==> config.mk <==
export PLATFORM = sky130hd
export DESIGN_NAME = imem_loader_flat
export DESIGN_NICKNAME = d
export VERILOG_FILES = /design/src/rtl/imem_loader_if.sv /design/src/rtl/imem_loader.sv /design/src/flat_wrapper.sv
export SDC_FILE = /design/constraint.sdc
export NUM_CORES = 1
export LEC_CHECK = 0
export CAP_MARGIN = 10
export CORE_ASPECT_RATIO = 0.8
export CORE_MARGIN = 4
export CORE_UTILIZATION = 63
export CTS_CLUSTER_SIZE = 25
export DETAILED_ROUTE_END_ITERATION = 16
export DONT_BUFFER_PORTS = 1
export HOLD_SLACK_MARGIN = 0.15
export PLACE_DENSITY_LB_ADDON = 0.2
export SETUP_SLACK_MARGIN = 0.05
export SLEW_MARGIN = 40
export SYNTH_ARGS = -nofsm -noshare
export SYNTH_HDL_FRONTEND = slang
export SYNTH_SLANG_ARGS = --single-unit
export TNS_END_PERCENT = 50
==> constraint.sdc <==
create_clock -name clk -period 2.59 [get_ports clk]
set_input_delay 0.518 -clock clk [delete_from_list [all_inputs] [get_ports clk]]
set_output_delay 0.518 -clock clk [all_outputs]
set_load 0.02 [all_outputs]
==> src/rtl/imem_loader_if.sv <==
// Byte-stream input and imem write port of the instruction-memory loader.
// The loader attaches through the slave modport; host and imem sit on the master side.
interface imem_loader_if #(
    parameter int INSTR_WIDTH  = 32,
    parameter int THREAD_WIDTH = 3,
    parameter int ADDR_WIDTH   = 8
);
    logic                    s_valid;
    logic [7:0]              s_data;
    logic                    s_ready;
    logic                    wr_en;
    logic [THREAD_WIDTH-1:0] wr_thread;
    logic [ADDR_WIDTH-1:0]   wr_addr;
    logic [INSTR_WIDTH-1:0]  wr_data;

    modport master (
        output s_valid,
        output s_data,
        input  s_ready,
        input  wr_en,
        input  wr_thread,
        input  wr_addr,
        input  wr_data
    );

    modport slave (
        input  s_valid,
        input  s_data,
        output s_ready,
        output wr_en,
        output wr_thread,
        output wr_addr,
        output wr_data
    );
endinterface

==> src/rtl/imem_loader.sv <==
// Frame-based instruction loader: parses SYNC/THREAD/COUNT/DATA byte frames and
// writes little-endian words into one thread's imem bank, holding the cores meanwhile.
module imem_loader #(
    parameter int INSTR_WIDTH  = 32,
    parameter int THREAD_WIDTH = 3,
    parameter int DEPTH        = 256,
    parameter int ADDR_WIDTH   = 8,
    parameter int TIMEOUT      = 1024
) (
    input  logic         clk,
    input  logic         rst_n,
    imem_loader_if.slave bus,
    output logic         hold_core,
    output logic         busy,
    output logic         done,
    output logic         err
);
    localparam int              BYTES      = INSTR_WIDTH / 8;
    localparam int              IDX_W      = $clog2(BYTES);
    localparam int              TW         = $clog2(TIMEOUT + 1);
    localparam logic [7:0]      SYNC       = 8'hA5;
    localparam logic [IDX_W-1:0] IDX_LAST  = IDX_W'(BYTES - 1);
    localparam logic [TW-1:0]   TIMER_LAST = TW'(TIMEOUT - 1);
    localparam logic [15:0]     MAX_WORDS  = 16'(DEPTH);

    typedef enum logic [2:0] {
        IDLE,
        THREAD,
        CNT_LO,
        CNT_HI,
        DATA,
        FIN
    } state_t;

    state_t                  state_q;
    logic                    s_ready_q;
    logic                    wr_en_q;
    logic [THREAD_WIDTH-1:0] wr_thread_q;
    logic [ADDR_WIDTH-1:0]   wr_addr_q;
    logic [ADDR_WIDTH-1:0]   last_addr_q;
    logic [INSTR_WIDTH-1:0]  wr_data_q;
    logic                    hold_core_q;
    logic                    busy_q;
    logic                    done_q;
    logic                    err_q;
    logic [7:0]              cnt_lo_q;
    logic [IDX_W-1:0]        byte_idx_q;
    logic [TW-1:0]           timer_q;

    logic                    accept;
    logic                    thread_bad;
    logic [15:0]             word_cnt;
    logic [8*(BYTES-1)-1:0]  lanes_flat;

    assign accept     = bus.s_valid & s_ready_q;
    assign thread_bad = (bus.s_data >> THREAD_WIDTH) != 8'd0;
    assign word_cnt   = {bus.s_data, cnt_lo_q};

    // Lower byte lanes of the word being assembled; the top byte goes straight
    // from s_data into wr_data on the last byte of each word.
    generate
        for (genvar gi = 0; gi < BYTES - 1; gi++) begin : g_lane
            logic [7:0] lane_q;

            always_ff @(posedge clk) begin
                if (!rst_n) begin
                    lane_q <= '0;
                end else if (accept && state_q == DATA && byte_idx_q == IDX_W'(gi)) begin
                    lane_q <= bus.s_data;
                end
            end

            assign lanes_flat[8*gi +: 8] = lane_q;
        end
    endgenerate

    always_ff @(posedge clk) begin
        if (!rst_n) begin
            state_q     <= IDLE;
            s_ready_q   <= 1'b0;
            wr_en_q     <= 1'b0;
            wr_thread_q <= '0;
            wr_addr_q   <= '0;
            last_addr_q <= '0;
            wr_data_q   <= '0;
            hold_core_q <= 1'b0;
            busy_q      <= 1'b0;
            done_q      <= 1'b0;
            err_q       <= 1'b0;
            cnt_lo_q    <= '0;
            byte_idx_q  <= '0;
            timer_q     <= '0;
        end else begin
            wr_en_q   <= 1'b0;
            done_q    <= 1'b0;
            err_q     <= 1'b0;
            s_ready_q <= 1'b1;

            if (wr_en_q) begin
                wr_addr_q <= wr_addr_q + 1'b1;
            end
            // A SYNC accepted in an err cycle re-asserts hold below, so the set wins.
            if (done_q || err_q) begin
                hold_core_q <= 1'b0;
            end
            if (accept) begin
                timer_q <= '0;
            end

            unique case (state_q)
                IDLE: begin
                    if (accept && bus.s_data == SYNC) begin
                        state_q     <= THREAD;
                        busy_q      <= 1'b1;
                        hold_core_q <= 1'b1;
                    end
                end
                THREAD: begin
                    if (accept) begin
                        if (thread_bad) begin
                            state_q <= IDLE;
                            busy_q  <= 1'b0;
                            err_q   <= 1'b1;
                        end else begin
                            wr_thread_q <= bus.s_data[THREAD_WIDTH-1:0];
                            state_q     <= CNT_LO;
                        end
                    end
                end
                CNT_LO: begin
                    if (accept) begin
                        cnt_lo_q <= bus.s_data;
                        state_q  <= CNT_HI;
                    end
                end
                CNT_HI: begin
                    if (accept) begin
                        if (word_cnt == 16'd0 || word_cnt > MAX_WORDS) begin
                            state_q <= IDLE;
                            busy_q  <= 1'b0;
                            err_q   <= 1'b1;
                        end else begin
                            last_addr_q <= ADDR_WIDTH'(word_cnt - 16'd1);
                            wr_addr_q   <= '0;
                            byte_idx_q  <= '0;
                            state_q     <= DATA;
                        end
                    end
                end
                DATA: begin
                    if (accept) begin
                        if (byte_idx_q == IDX_LAST) begin
                            byte_idx_q <= '0;
                            wr_en_q    <= 1'b1;
                            wr_data_q  <= {bus.s_data, lanes_flat};
                            // wr_addr has already advanced past the previous word here
                            if (wr_addr_q == last_addr_q) begin
                                state_q   <= FIN;
                                s_ready_q <= 1'b0;
                                done_q    <= 1'b1;
                            end
                        end else begin
                            byte_idx_q <= byte_idx_q + 1'b1;
                        end
                    end
                end
                FIN: begin
                    state_q <= IDLE;
                    busy_q  <= 1'b0;
                end
                default: begin
                    state_q <= IDLE;
                    busy_q  <= 1'b0;
                end
            endcase

            // An accepted byte always beats expiry, so only idle cycles age the frame.
            if (busy_q && state_q != FIN && !accept) begin
                if (timer_q == TIMER_LAST) begin
                    state_q <= IDLE;
                    busy_q  <= 1'b0;
                    err_q   <= 1'b1;
                    timer_q <= '0;
                end else begin
                    timer_q <= timer_q + 1'b1;
                end
            end
        end
    end

    assign bus.s_ready   = s_ready_q;
    assign bus.wr_en     = wr_en_q;
    assign bus.wr_thread = wr_thread_q;
    assign bus.wr_addr   = wr_addr_q;
    assign bus.wr_data   = wr_data_q;
    assign hold_core     = hold_core_q;
    assign busy          = busy_q;
    assign done          = done_q;
    assign err           = err_q;
endmodule
==> src/flat_wrapper.sv <==
// flat-port wrapper written by rule: the top's interface ports become plain ports
module imem_loader_flat 
#(
    parameter int INSTR_WIDTH  = 32,
    parameter int THREAD_WIDTH = 3,
    parameter int DEPTH        = 256,
    parameter int ADDR_WIDTH   = 8,
    parameter int TIMEOUT      = 1024
)
  (clk, rst_n, hold_core, busy, done, err, bus_s_valid, bus_s_data, bus_s_ready, bus_wr_en, bus_wr_thread, bus_wr_addr, bus_wr_data);
  imem_loader_if #(.INSTR_WIDTH(INSTR_WIDTH), .THREAD_WIDTH(THREAD_WIDTH), .ADDR_WIDTH(ADDR_WIDTH)) bus_i ();
  input  logic clk;
  input  logic rst_n;
  output logic hold_core;
  output logic busy;
  output logic done;
  output logic err;
  input wire logic [$bits(bus_i.s_valid)-1:0] bus_s_valid;
  input wire logic [$bits(bus_i.s_data)-1:0] bus_s_data;
  output wire logic [$bits(bus_i.s_ready)-1:0] bus_s_ready;
  output wire logic [$bits(bus_i.wr_en)-1:0] bus_wr_en;
  output wire logic [$bits(bus_i.wr_thread)-1:0] bus_wr_thread;
  output wire logic [$bits(bus_i.wr_addr)-1:0] bus_wr_addr;
  output wire logic [$bits(bus_i.wr_data)-1:0] bus_wr_data;
  assign bus_i.s_valid = bus_s_valid;
  assign bus_i.s_data = bus_s_data;
  assign bus_s_ready = bus_i.s_ready;
  assign bus_wr_en = bus_i.wr_en;
  assign bus_wr_thread = bus_i.wr_thread;
  assign bus_wr_addr = bus_i.wr_addr;
  assign bus_wr_data = bus_i.wr_data;
  imem_loader #(.INSTR_WIDTH(INSTR_WIDTH), .THREAD_WIDTH(THREAD_WIDTH), .DEPTH(DEPTH), .ADDR_WIDTH(ADDR_WIDTH), .TIMEOUT(TIMEOUT)) u_core (.clk(clk), .rst_n(rst_n), .bus(bus_i), .hold_core(hold_core), .busy(busy), .done(done), .err(err));
endmodule
==> flow_metrics.tcl <==
set metrics [dict create \
    status "finished, final reports clean" \
    drc 0 \
    vdd_drop_max_mv 0.361 \
    synthSimpleGateAreaFrac_pct 25.0 \
    cpMaxStageDelayCell "or3b_2" \
    synth_top_area_share_pct 47.5 \
    synth_fa_ha_area_share_pct 2.26 \
    ys.flop_type "dfxtp_1" \
    ys_types 47 \
    post_cts_buffers 0 \
    end_kind "register" \
    max_freq_mhz 465 \
    critPathLaunchType "register" \
    gp_congestion 0.801 \
    final_common_cell "nand2_1" \
    dp.cells 593 \
    drtIter0Drc 276 \
    synthCells 529 \
    place_area_um2 4480 \
    layout_common_cells "nand2_1 (113), dfxtp_1 (105), a21oi_1 (73)" \
    syn_area_um2 4420 \
    setup_viol 0 \
    syn_to_final_growth_pct 5.32 \
    wl_um 9510 \
    slew_viol_final 0 \
    period_minus_slack_ns 2.15 \
    die_x_um 102 \
    place_hpwl_um 6700 \
    clk_path_buf_depth 2 \
    vias_per_cell 5.84 \
    synth_nets 548 \
    hold_class "input port to register" \
    yosysSeqAreaShare_pct 47.5 \
    numCtsBuffers 9 \
    fin_hold_ws_ns 0.277 \
    synth-compound-area-share_pct 13.2 \
    period_share_pct 83.1 \
    grt_pass1_vias 3355 \
    drive_gt1_share_pct 8.05 \
    syn_area_per_cell_um2 8.36 \
    rsz0062_at_grt "no" \
    port-buffer-count 0 \
    synth_xor_area_share_pct 4.95 \
    vias 3556 \
    worst_path_dominant_cell_family "simple AND/OR/NAND/NOR gates" \
    fin_nets 536 \
    finalNonFillerCells 609 \
    die_y_um 82.9 \
    setup_ws_ns 0.437 \
    stdcell_area_um2 4660 \
    insertion_delay_ns 0.37 \
    drtAntennaViolNets 0 \
    worst_pin_slew_ns 0.654 \
    muxShareOfSynthArea_pct 3.17 \
    post-place-ws_ns 0.421 \
    p_total_mw 2.58 \
    post-synth-top-area-cell "dfxtp_1" \
    cp_max_fo 9 \
    crit_chain "inv_1 -> ha_1 -> or3b_2 -> or3_4 -> and3_1 -> a21oi_1 -> nor2_1" \
    cp.required_ns 2.84 \
    cts.sinks 105 \
    path_clk_slew_ns 0.11 \
    ys_warn_count 0 \
    max_cap_violations 0 \
    dr.pass1.iters 5 \
    cts_tree "yes" \
    post_drt_wl_per_cell_um 15.6 \
    path_buf_inv 1 \
    synth_top_family_by_area "simple AND/OR/NAND/NOR gates" \
    slew_headroom_pct 56.3 \
    fill_cells 580 \
    finish.utilization_pct 67.9 \
    ioPinCount 60 \
    start_util_pct 64.5 \
    synthTopCellsByArea "dfxtp_1 (48%), nand2_1 (9.6%), a21oi_1 (8.3%)" \
    die_area_um2 8430 \
    powerDensity_nw_per_um2 553 \
    synth-seq-cells 105 \
    cts_hold_buffers 0 \
    final.setup.tns_ns 0 \
    worstSetupPathType "register to register" \
    track_usage_pct 23.7 \
    clockRootBuffer "clkbuf_8" \
    finalClockSkew_ns 0.0151 \
    rows 27 \
    cts_resized 0 \
    finalHoldViolCount 0 \
    grt_max_degree 44 \
    synth_edf_count 0 \
    htree_num_levels 3 \
    grt_antenna_before_repair 0 \
    async_reset_ff_share_pct 0 \
    cp.arrival_ns 2.40 \
    diodes 0 \
    core_um2 6860 \
    leakage_nw 1.50 \
    grt_pass1_wl_um 16400 \
    gr-total-overflow 0 \
    crit_path_max_incr_delay_ns 0.47 \
]
-- cell usage after synthesis (2+ instances only) --
library cell,instances
a21oi_1,73
and2_1,7
or3_1,4
nand3b_1,2
nand3_1,34
clkbuf_1,20
a31oi_1,2
inv_1,6
nor2_1,43
a211oi_1,6
o21ai_0,5
mux2i_1,14
a21oi_2,2
nor4_1,2
or4_4,2
nor3_1,3
nand4_1,11
ha_1,8
or4_1,2
xnor2_1,17
nand2_1,113
or3b_2,2
o21ai_2,2
xor2_1,8
dfxtp_1,105
and3_1,4
buf_2,12
-- sequential cells by signal, indices dropped and copies added, names as in the netlist --
signal	cells
u_core.byte_idx_q	2
u_core.err	1
u_core.done	1
u_core.bus.wr_data	32
u_core.hold_core	1
u_core.last_addr_q	8
u_core.cnt_lo_q	8
u_core.busy	1
u_core.bus.wr_en	1
u_core.bus.wr_thread	3
u_core.bus.s_ready	1
u_core.g_lane.lane_q	24
u_core.timer_q	11
u_core.state_q	3
u_core.bus.wr_addr	8
-- power breakdown --
| group | leakage, nW | total, mW | internal [mW] | switching (mW) |
|---|---|---|---|---|
| registers | 0.846 | 1.62 | 1.61 | 0.00228 |
| logic | 0.572 | 0.0432 | 0.0101 | 0.0331 |
| clock network | 0.0810 | 0.918 | 0.361 | 0.557 |
| total | 1.50 | 2.58 | 1.99 | 0.592 |
-- per-layer routing --
| metal | up-vias | wire length (um) | global-route usage, % |
|---|---|---|---|
| met2 | 102 | 4460 | 36.6 |
| met5 | - | 0 | 0 |
| met4 | 0 | 87 | 5.31 |
| li1 | 1770 | - | - |
| met1 | 1673 | 4320 | 33.5 |
| met3 | 11 | 644 | 5.71 |
-- final timing paths --
kind	end	from	slack [ns]	cells past startpoint
min reg2reg	u_core.timer_q[10]$_SDFFE_PN0P_	u_core.timer_q[10]$_SDFFE_PN0P_	0.44	1
max	u_core.state_q[2]$_SDFF_PN0_	u_core.cnt_lo_q[0]$_SDFFE_PN0P_	0.44	7
min	u_core.bus.wr_data[30]$_SDFFE_PN0P_	bus_s_data[6]	0.28	2
max reg2reg	u_core.state_q[2]$_SDFF_PN0_	u_core.cnt_lo_q[0]$_SDFFE_PN0P_	0.44	7
-- layout make-up --
type | count | area (um2) | share of cell area [%]
repair buffers | 10 | 87.6 | 1.88
clock buffers | 10 | 128 | 2.74
multi-input cells | 384 | 2150 | 46.3
well taps | 87 | 109 | 2.34
inverters | 7 | 26.3 | 0.564
flip-flops and latches | 105 | 2100 | 45.1
clock inverters | 6 | 51.3 | 1.10
-- kinds of logic after synthesis --
kind of cell,count (synthesis)
simple gates,238
flops,105
compound gates,99
buf+inv,40
xor+xnor,25
mux,14
fa+ha+maj,8
Power figures use the tool's default switching activity.
